**src/rtl/control_sequencer_if.sv**
```systemverilog
// control_sequencer_if: IR/handshake inputs and datapath control strobes between the sequencer and the datapath.
interface control_sequencer_if #(parameter int ALUW = 4);
    logic [31:0]     ir;
    logic            stop;
    logic            mem_ready;
    logic            pc_out;
    logic            zlow_out;
    logic            mdr_out;
    logic            mar_in;
    logic            z_in;
    logic            pc_in;
    logic            mdr_in;
    logic            ir_in;
    logic            y_in;
    logic            inc_pc;
    logic            read;
    logic            gra;
    logic            grb;
    logic            grc;
    logic            rin;
    logic            rout;
    logic [ALUW-1:0] alu_op;
    logic            run;
    logic            illegal;
    logic [15:0]     instr_count;
    modport master (
        input  ir, stop, mem_ready,
        output pc_out, zlow_out, mdr_out, mar_in, z_in, pc_in, mdr_in, ir_in, y_in, inc_pc, read,
        output gra, grb, grc, rin, rout, alu_op, run, illegal, instr_count
    );
    modport slave (
        output ir, stop, mem_ready,
        input  pc_out, zlow_out, mdr_out, mar_in, z_in, pc_in, mdr_in, ir_in, y_in, inc_pc, read,
        input  gra, grb, grc, rin, rout, alu_op, run, illegal, instr_count
    );
endinterface

```
**src/rtl/control_sequencer.sv**
```systemverilog
// control_sequencer: hardwired fetch/decode/execute control unit for the phase-1 datapath.
// Define CONTROL_SEQUENCER_MEM_WAIT_EN to stretch T1 until mem_ready.
module control_sequencer #(
    parameter int OPW  = 5,
    parameter int ALUW = 4
) (
    input logic i_clk,
    input logic i_rst,
    control_sequencer_if.master bus
);
    typedef enum logic [2:0] {RST, T0, T1, T2, T3, T4, T5, HALT} state_t;
    state_t          r_state;
    state_t          w_next;
    logic            r_illegal;
    logic [15:0]     r_count;
    logic [OPW-1:0]  w_op;
    logic            w_alu;
    logic            w_nop;
    logic            w_halt;
    logic            w_done;
    logic            w_ready;
    logic            w_first;
    assign w_op   = bus.ir[31 -: OPW];
    assign w_alu  = (w_op >= OPW'(3)) && (w_op <= OPW'(8));
    assign w_nop  = w_op == OPW'(26);
    assign w_halt = w_op == OPW'(27);
    assign w_done = (r_state == T5) || (r_state == T3 && !w_alu);
`ifdef CONTROL_SEQUENCER_MEM_WAIT_EN
    logic r_t1_held;
    assign w_ready = bus.mem_ready;
    assign w_first = !r_t1_held;
    // Remembers that T1 already spent a cycle, so PCin is not pulsed twice.
    always_ff @(posedge i_clk or posedge i_rst)
        if (i_rst) r_t1_held <= 1'b0;
        else       r_t1_held <= (r_state == T1) && !bus.mem_ready;
`else
    assign w_ready = 1'b1;
    assign w_first = 1'b1;
`endif
    always_ff @(posedge i_clk or posedge i_rst) begin
        if (i_rst) begin
            r_state   <= RST;
            r_illegal <= 1'b0;
            r_count   <= '0;
        end else begin
            r_state <= w_next;
            if (w_done) r_count <= r_count + 16'd1;
            if (r_state == T3 && !w_alu && !w_nop && !w_halt) r_illegal <= 1'b1;
        end
    end
    always_comb begin
        w_next = r_state;
        case (r_state)
            RST:     w_next = T0;
            T0:      w_next = T1;
            T1:      w_next = w_ready ? T2 : T1;
            T2:      w_next = T3;
            T3:      w_next = w_alu ? T4 : (w_halt || bus.stop) ? HALT : T0;
            T4:      w_next = T5;
            T5:      w_next = bus.stop ? HALT : T0;
            default: w_next = HALT;
        endcase
    end
    always_comb begin
        bus.pc_out      = r_state == T0;
        bus.mar_in      = r_state == T0;
        bus.inc_pc      = r_state == T0;
        bus.z_in        = r_state == T0 || r_state == T4;
        bus.zlow_out    = (r_state == T1 && w_first) || r_state == T5;
        bus.pc_in       = r_state == T1 && w_first;
        bus.read        = r_state == T1;
        bus.mdr_in      = r_state == T1;
        bus.mdr_out     = r_state == T2;
        bus.ir_in       = r_state == T2;
        bus.grb         = r_state == T3 && w_alu;
        bus.y_in        = r_state == T3 && w_alu;
        bus.rout        = (r_state == T3 && w_alu) || r_state == T4;
        bus.grc         = r_state == T4;
        bus.alu_op      = (r_state == T4) ? ALUW'(w_op - OPW'(2)) : '0;
        bus.gra         = r_state == T5;
        bus.rin         = r_state == T5;
        bus.run         = r_state != HALT;
        bus.illegal     = r_illegal;
        bus.instr_count = r_count;
    end
endmodule

```
**src/flat_wrapper.sv**
```systemverilog
// flat-port wrapper written by rule: the top's interface ports become plain ports
module control_sequencer_flat 
#(
    parameter int OPW  = 5,
    parameter int ALUW = 4
)
  (i_clk, i_rst, bus_ir, bus_stop, bus_mem_ready, bus_pc_out, bus_zlow_out, bus_mdr_out, bus_mar_in, bus_z_in, bus_pc_in, bus_mdr_in, bus_ir_in, bus_y_in, bus_inc_pc, bus_read, bus_gra, bus_grb, bus_grc, bus_rin, bus_rout, bus_alu_op, bus_run, bus_illegal, bus_instr_count);
  control_sequencer_if #(.ALUW(ALUW)) bus_i ();
  input logic i_clk;
  input logic i_rst;
  input wire logic [$bits(bus_i.ir)-1:0] bus_ir;
  input wire logic [$bits(bus_i.stop)-1:0] bus_stop;
  input wire logic [$bits(bus_i.mem_ready)-1:0] bus_mem_ready;
  output wire logic [$bits(bus_i.pc_out)-1:0] bus_pc_out;
  output wire logic [$bits(bus_i.zlow_out)-1:0] bus_zlow_out;
  output wire logic [$bits(bus_i.mdr_out)-1:0] bus_mdr_out;
  output wire logic [$bits(bus_i.mar_in)-1:0] bus_mar_in;
  output wire logic [$bits(bus_i.z_in)-1:0] bus_z_in;
  output wire logic [$bits(bus_i.pc_in)-1:0] bus_pc_in;
  output wire logic [$bits(bus_i.mdr_in)-1:0] bus_mdr_in;
  output wire logic [$bits(bus_i.ir_in)-1:0] bus_ir_in;
  output wire logic [$bits(bus_i.y_in)-1:0] bus_y_in;
  output wire logic [$bits(bus_i.inc_pc)-1:0] bus_inc_pc;
  output wire logic [$bits(bus_i.read)-1:0] bus_read;
  output wire logic [$bits(bus_i.gra)-1:0] bus_gra;
  output wire logic [$bits(bus_i.grb)-1:0] bus_grb;
  output wire logic [$bits(bus_i.grc)-1:0] bus_grc;
  output wire logic [$bits(bus_i.rin)-1:0] bus_rin;
  output wire logic [$bits(bus_i.rout)-1:0] bus_rout;
  output wire logic [$bits(bus_i.alu_op)-1:0] bus_alu_op;
  output wire logic [$bits(bus_i.run)-1:0] bus_run;
  output wire logic [$bits(bus_i.illegal)-1:0] bus_illegal;
  output wire logic [$bits(bus_i.instr_count)-1:0] bus_instr_count;
  assign bus_i.ir = bus_ir;
  assign bus_i.stop = bus_stop;
  assign bus_i.mem_ready = bus_mem_ready;
  assign bus_pc_out = bus_i.pc_out;
  assign bus_zlow_out = bus_i.zlow_out;
  assign bus_mdr_out = bus_i.mdr_out;
  assign bus_mar_in = bus_i.mar_in;
  assign bus_z_in = bus_i.z_in;
  assign bus_pc_in = bus_i.pc_in;
  assign bus_mdr_in = bus_i.mdr_in;
  assign bus_ir_in = bus_i.ir_in;
  assign bus_y_in = bus_i.y_in;
  assign bus_inc_pc = bus_i.inc_pc;
  assign bus_read = bus_i.read;
  assign bus_gra = bus_i.gra;
  assign bus_grb = bus_i.grb;
  assign bus_grc = bus_i.grc;
  assign bus_rin = bus_i.rin;
  assign bus_rout = bus_i.rout;
  assign bus_alu_op = bus_i.alu_op;
  assign bus_run = bus_i.run;
  assign bus_illegal = bus_i.illegal;
  assign bus_instr_count = bus_i.instr_count;
  control_sequencer #(.OPW(OPW), .ALUW(ALUW)) u_core (.i_clk(i_clk), .i_rst(i_rst), .bus(bus_i));
endmodule
```
**config.mk**
```make
export PLATFORM = sky130hd
export DESIGN_NAME = control_sequencer_flat
export DESIGN_NICKNAME = d
export VERILOG_FILES = /design/src/rtl/control_sequencer_if.sv /design/src/rtl/control_sequencer.sv /design/src/flat_wrapper.sv
export SDC_FILE = /design/constraint.sdc
export NUM_CORES = 1
export LEC_CHECK = 0
export ABC_CLOCK_PERIOD_IN_PS = 3000
export CELL_PAD_IN_SITES_DETAIL_PLACEMENT = 1
export CELL_PAD_IN_SITES_GLOBAL_PLACEMENT = 1
export CORE_ASPECT_RATIO = 0.8
export CORE_MARGIN = 2
export CORE_UTILIZATION = 27
export CTS_CLUSTER_SIZE = 20
export DETAILED_ROUTE_END_ITERATION = 10
export GPL_ROUTABILITY_DRIVEN = 1
export HOLD_SLACK_MARGIN = 0.02
export MAX_ROUTING_LAYER = met4
export PLACE_DENSITY_LB_ADDON = 0.1
export SETUP_SLACK_MARGIN = 0.1
export SLEW_MARGIN = 20
export SYNTH_ARGS = -nofsm -noshare
export SYNTH_HDL_FRONTEND = slang
export SYNTH_SLANG_ARGS = --single-unit
```
**constraint.sdc**
```tcl
create_clock -name i_clk -period 3 [get_ports i_clk]
set_clock_uncertainty 0.05 [all_clocks]
set_input_delay 0.6 -clock i_clk [delete_from_list [all_inputs] [get_ports i_clk]]
set_output_delay 0.6 -clock i_clk [all_outputs]
set_load 0.01 [all_outputs]
```
==> results of run 1 <==
## synth_stat cells (all sizes together), types with 2 or more instances
library cell / count
nand2: 9
a21oi: 3
nor3: 7
and2: 2
and3: 2
a21o: 2
nor4: 2
xor2: 3
ha: 3
inv: 6
buf: 9
nor2: 10
a31oi: 2
nand3: 7
dfrtp: 20
and4: 2
nand4: 7
xnor2: 13
## area by class of cell
type	count	area, µm²
multi-input combinational	80	519.2
inverter	6	22.52
clock buffer	4	55.05
sequential	20	500.5
timing repair buffer	52	494.2
tap	55	68.82
fill	446	2218
## per-stage QoR
| step | hold WS [ps] | std cells | setup WS, ps | setup TNS (ps) |
|---|---|---|---|---|
| after CTS | 431.7 | 217 | 59.25 | 0 |
| after detailed placement | 403.8 | 213 | -222.6 | -582.6 |
| final | 424.6 | 217 | 133.3 | 0 |
| after global placement | 411.8 | 213 | -199.3 | -538.6 |
| after floorplan | 437.3 | 115 | 589.3 | 0 |
| after global routing | 445.3 | 217 | 48.26 | 0 |
## state kept, by name (all words and copies together) (netlist names)
signal                  flops
u_core.bus.instr_count     16
u_core.r_state              3
u_core.bus.illegal          1
## metal layers
metal  share of wire [%]  vias to the layer above  track usage [%]
met5                   0                        -                -
met4                0.86                        0            3.008
met3                 4.1                        5            3.928
met2                  44                       20            18.51
met1                  51                      489            19.78
li1                    -                      489                -
## logic make-up after synthesis
group / Yosys count / synth area share, %
AO/OA/AOI/OAI: 10 / 6.643
buffers and inverters: 15 / 8.220
flip-flops: 20 / 45.05
XOR/XNOR: 16 / 12.61
AND/OR/NAND/NOR: 50 / 23.09
adder cells (fa/ha/maj): 3 / 3.379
multiplexers: 1 / 1.013
## how the worst min path moves through the flow
stage                                      startpoint                                endpoint  slack [ps]  cells past startpoint
2_1_floorplan             u_core.r_state[0]$_DFF_PP0_             u_core.r_state[0]$_DFF_PP0_         440                      1
3_3_place_gp   u_core.bus.instr_count[15]$_DFFE_PP0P_  u_core.bus.instr_count[15]$_DFFE_PP0P_         410                      1
3_5_place_dp           u_core.bus.illegal$_DFFE_PP0P_          u_core.bus.illegal$_DFFE_PP0P_         400                      1
4_1_cts        u_core.bus.instr_count[15]$_DFFE_PP0P_  u_core.bus.instr_count[15]$_DFFE_PP0P_         430                      1
5_1_grt        u_core.bus.instr_count[15]$_DFFE_PP0P_  u_core.bus.instr_count[15]$_DFFE_PP0P_         450                      1
6_report       u_core.bus.instr_count[15]$_DFFE_PP0P_  u_core.bus.instr_count[15]$_DFFE_PP0P_         420                      1
## power breakdown
group / internal [mW] / leakage (nW) / switching, mW
registers: 0.336 / 0.243 / 0.100
clock network: 0.117 / 0.0288 / 0.0906
logic: 0.346 / 0.422 / 0.315
==> out/metrics.yaml, run 1 <==
avgSynthCellArea_um2: 9.661
critPathTopFamily: "buffers and inverters"
tritoncts.num_buffers: 3
initial_utilization_pct: 28.65
reg2reg_to: "u_core.bus.instr_count[11]$_DFFE_PP0P_"
holdCritPathClass: "reg -> reg"
synth_area_leader_cell: "sky130_fd_sc_hd__dfrtp_1"
floorplan.die_area_um2: 4647
cp_cell_sequence: "clkdlybuf4s50_1 -> buf_4 -> ha_1 -> nor3_1 -> o31ai_2 -> nand2_1 -> o21ai_1 -> clkdlybuf4s15_1"
cts.root.buffer_cell: "sky130_fd_sc_hd__clkbuf_8"
post_cts.resized_instances: 4
utilization_pct: 42.81
hold_violations: 0
setup_viol: 0
syn-num-nets: 154
maximum_fanout_along_the_worst_path: 3
synth_async_sr_flop_share_pct: 100.0
postCtsSetupBuffers: 0
timing.slew.headroom_pct: 47.85
critical_path.reg2reg.startpoint: "u_core.r_state[0]$_DFF_PP0_"
routed_wl_um: 2900
clkSinkCount: 20
diodes: 0
worst_path_largest_cell_delay_ps: 500
total_i_o_pin_count: 74
endpoint: "bus_rout"
route.detailed.drc: 0
layout_commonest_cell: "sky130_fd_sc_hd__clkdlybuf4s50_1"
cts-htree-levels: 1
yosysUniqueCellTypes: 27
syn2layout_area_growth_pct: 49.44
ir_worst_vdd_v: 0.0004338
max-cap-violations: 0
insertion_delay_ps: 260
worst_setup_hold_path_clk_slew_ps: 70
outcome: "finished, final reports clean"
final_worst_path_cycle_share_pct: 95.56
first_pass_iters: 4
cp_num_cells: 8
dpl_cell_area_um2: 1614
cts-root-to-sink-buffers: 2
die-height_um: 61.38
cellPowerDensity_nw_per_um2: 785.8
most_frequent_cells_in_the_layout: "sky130_fd_sc_hd__clkdlybuf4s50_1 (40), sky130_fd_sc_hd__dfrtp_1 (20), sky130_fd_sc_hd__xnor2_1 (13), sky130_fd_sc_hd__nor2_1 (10), sky130_fd_sc_hd__nand2_1 (9)"
rows: 20
r2r.worst_path.cells: 5
final_period_minus_worst_setup_slack_ps: 2867
gpl.final_weighted_congestion: 0.7491
overflow_after_grt: 0
slew_violations: 0
timing.critical_path.from: "bus_ir[28]"
cts_hold_repair.buffers: 0
worst_pin_slew_ps: 781.4
biggest_area_contributors_in_the_synthesized_netlist: "sky130_fd_sc_hd__dfrtp_1 (45%), sky130_fd_sc_hd__xnor2_1 (10%), sky130_fd_sc_hd__buf_4 (4.7%)"
antenna_found_initial: 0
synthesis.yosys.warnings: 0
first_drt_iteration_drcs: 30
final_layout_size_suffix_gt1_share_pct: 9.877
timing.fmax_mhz: 348.8
route.detailed.wl_per_inst_um: 13.36
critical_path_required_ps: 2350
worst_path_max_delay_cell: "sky130_fd_sc_hd__clkdlybuf4s50_1"
startpoint_type: "input pin"
detail-route-antenna-nets: 0
core_region_area_um2: 3879
place.port_buffers: 45
post-synth-top-area-fraction_pct: 45.05
die_w_um: 75.72
criticalPathCategory: "in -> out"
leakagePower_nw: 0.6939
tritoncts: "built"
synth-main-ff-cell: "sky130_fd_sc_hd__dfrtp_1"
fin_nets: 202
routed_via_density: 4.622
rsz0062_at_grt: "true"
setup.reg_to_reg.worst_slack_ps: 1290
synth-edff-count: 0
mapped_cell_area_um2: 1111
cp_data_arrival_time_ps: 2220
largest_net_degree_at_the_start_of_global_routing: 21
grt_pass1_wl_um: 4512
total_power_mw: 1.305
grt_use_total_pct: 13.57
num_vias: 1003
timing.critical_path.buf_inv: 3
timing.critical_path.to_type: "output port"
synth.yosys.seq_area_share_pct: 45.05
ys_seq_elements: 20
post_route_cell_area_um2: 1660
hpwl_um: 2279
post_synth_inst_count: 115
first_global_vias: 904
No activity file was read; power rests on OpenSTA's default activity.
==> run 2, diff against run 1 <==
MAX_ROUTING_LAYER = unset   (was met4)
==> run 2 against run 1 <==
Clock power hardly changed; global-route usage is 0.46 points lower; total power hardly changed; critical path depth stayed put; setup slack stayed put; clock-buffer cell count stayed put; final area stayed put; core utilization stayed put; sequential share of layout area stayed put; wire length hardly changed; worst hold slack hardly changed; critical endpoint unchanged; largest cell class unchanged.
==> out/metrics.yaml, run 2 (synthesized netlist as in run 1, its figures left out) <==
cts-htree-levels: 1  # unchanged
initial_utilization_pct: 28.65  # unchanged
layout_commonest_cell: "sky130_fd_sc_hd__clkdlybuf4s50_1"
timing.critical_path.to_type: "output port"
final_layout_size_suffix_gt1_share_pct: 9.877  # unchanged
routed_via_density: 4.618  # about the same
outcome: "finished, final reports clean"
grt_pass1_wl_um: 4498  # -0.31%
core_region_area_um2: 3879  # unchanged
tritoncts.num_buffers: 3  # unchanged
grt_use_met2_pct: 18.51  # unchanged
gpl.final_weighted_congestion: 0.7399  # -1.2%
max-cap-violations: 0  # unchanged
final_period_minus_worst_setup_slack_ps: 2867  # unchanged
total_i_o_pin_count: 74  # unchanged
grt_use_total_pct: 13.11  # -0.46 points
ir_worst_vdd_v: 0.0004346  # +0.19%
first_pass_iters: 4  # unchanged
die_w_um: 75.72  # unchanged
cellPowerDensity_nw_per_um2: 785.9  # about the same
global_route.usage.met3_pct: 4.092  # +0.16 points
postCtsSetupBuffers: 0  # unchanged
most_frequent_cells_in_the_layout: "sky130_fd_sc_hd__clkdlybuf4s50_1 (40), sky130_fd_sc_hd__dfrtp_1 (20), sky130_fd_sc_hd__xnor2_1 (13), sky130_fd_sc_hd__nor2_1 (10), sky130_fd_sc_hd__nand2_1 (9)"
worst_pin_slew_ps: 787.8  # +6.339 ps
rows: 20  # unchanged
diodes: 0  # unchanged
area_of_the_multi_input_gates_um2: 519.2  # unchanged
pre_cts_ws_ps: -222.6  # unchanged
largest_net_degree_at_the_start_of_global_routing: 21  # unchanged
die-height_um: 61.38  # unchanged
cts_hold_repair.buffers: 0  # unchanged
hpwl_um: 2279  # unchanged
holdCritPathClass: "reg -> reg"
r2r.worst_path.cells: 5  # unchanged
clkSinkCount: 20  # unchanged
largest_reg_flops: 16  # unchanged
floorplan.die_area_um2: 4647  # unchanged
cp_data_arrival_time_ps: 2220  # about the same
final_critical_path_setup_slack_ps: 133.3  # unchanged
timing.slew.headroom_pct: 47.43  # -0.42 points
timing.fmax_mhz: 348.8  # unchanged
maximum_fanout_along_the_worst_path: 3  # unchanged
syn2layout_area_growth_pct: 49.44  # unchanged
antenna_found_initial: 0  # unchanged
filler_cell_count: 446  # unchanged
cts.root.buffer_cell: "sky130_fd_sc_hd__clkbuf_8"
leakagePower_nw: 0.6939  # unchanged
num_vias: 1002  # -0.10%
setup_viol: 0  # unchanged
first_drt_iteration_drcs: 28  # -6.7%
worst_setup_hold_path_clk_slew_ps: 70  # about the same
detail-route-antenna-nets: 0  # unchanged
hold_violations: 0  # unchanged
rsz0062_at_grt: "true"
routed_wl_um: 2902  # about the same
final_worst_path_cycle_share_pct: 95.56  # unchanged
route.detailed.drc: 0  # unchanged
fin_nets: 202  # unchanged
area.sequential_um2: 500.5  # unchanged
startpoint_type: "input pin"
overflow_after_grt: 0  # unchanged
top_usage_layer: "met1"
tritoncts: "built"
first_global_vias: 906  # +0.22%
criticalPathCategory: "in -> out"
insertion_delay_ps: 260  # about the same
critical_path_required_ps: 2350  # about the same
place.port_buffers: 45  # unchanged
cts-root-to-sink-buffers: 2  # unchanged
use_met1_pct: 19.57  # -0.20 points
finalSetupTns_ps: 0  # unchanged
slew_violations: 0  # unchanged
hold_path_depth: 1  # unchanged
route.detailed.wl_per_inst_um: 13.37  # about the same
## run 2: cell counts in the layout (fill, tap and decap cells not counted)
Identical to the previous run, type by type.
## run 2: cell type report
type | instances | area share [%]
multi-input cells | 80 | 31.27
clock buffers | 4 | 3.316
repair buffers | 52 | 29.77
inverters | 6 | 1.356
well taps | 55 | 4.145
flip-flops and latches | 20 | 30.14
## run 2: what timing repair did
action / CTS / global route
resized for setup: 4 / 7
setup endpoints to repair: 4 / 4
pin swaps: 0 / 0
hold endpoints to repair: 0 / 0
## run 2: path summary, 6_finish.rpt
path	startpoint	end	slack (ps)
worst min-delay path	u_core.bus.instr_count[15]$_DFFE_PP0P_	u_core.bus.instr_count[15]$_DFFE_PP0P_	420
worst max-delay path	bus_ir[28]	bus_rout	130
min in group asynchronous	i_rst	u_core.r_state[0]$_DFF_PP0_	740
worst min register to register	u_core.bus.instr_count[15]$_DFFE_PP0P_	u_core.bus.instr_count[15]$_DFFE_PP0P_	420
max in group asynchronous	i_rst	u_core.bus.instr_count[15]$_DFFE_PP0P_	1670
worst max register to register	u_core.r_state[0]$_DFF_PP0_	u_core.bus.instr_count[11]$_DFFE_PP0P_	1290
## run 2: layer usage
metal | wire [µm] | share of wire (%)
met5 | 0 | 0
met2 | 1282 | 44
met3 | 128 | 4.4
met4 | 25 | 0.86
met1 | 1464 | 50
## run 2: critical path: stages
cell	delay [ps]
sky130_fd_sc_hd__clkdlybuf4s50_1	500
sky130_fd_sc_hd__buf_4	130
sky130_fd_sc_hd__ha_1	150
sky130_fd_sc_hd__nor3_1	50
sky130_fd_sc_hd__o31ai_2	260
sky130_fd_sc_hd__nand2_1	130
sky130_fd_sc_hd__o21ai_1	140
sky130_fd_sc_hd__clkdlybuf4s15_1	250
## run 2: report_power, final
group / total (mW) / switching (mW) / internal, mW
registers: 0.437 / 0.100 / 0.336
logic: 0.661 / 0.315 / 0.346
clock network: 0.207 / 0.0904 / 0.117
## run 2: metrics by stage
step           power, mW  util (%)  cells  area, µm²  hold slack, ps
2_1_floorplan     0.7871         -    115       1111           437.3
3_3_place_gp       1.095     41.61    213       1614           411.8
3_5_place_dp       1.113     41.61    213       1614           403.8
4_1_cts            1.322     42.90    217       1664           431.7
5_1_grt            1.392     42.81    217       1660           445.3
6_report           1.305     42.81    217       1660           424.4
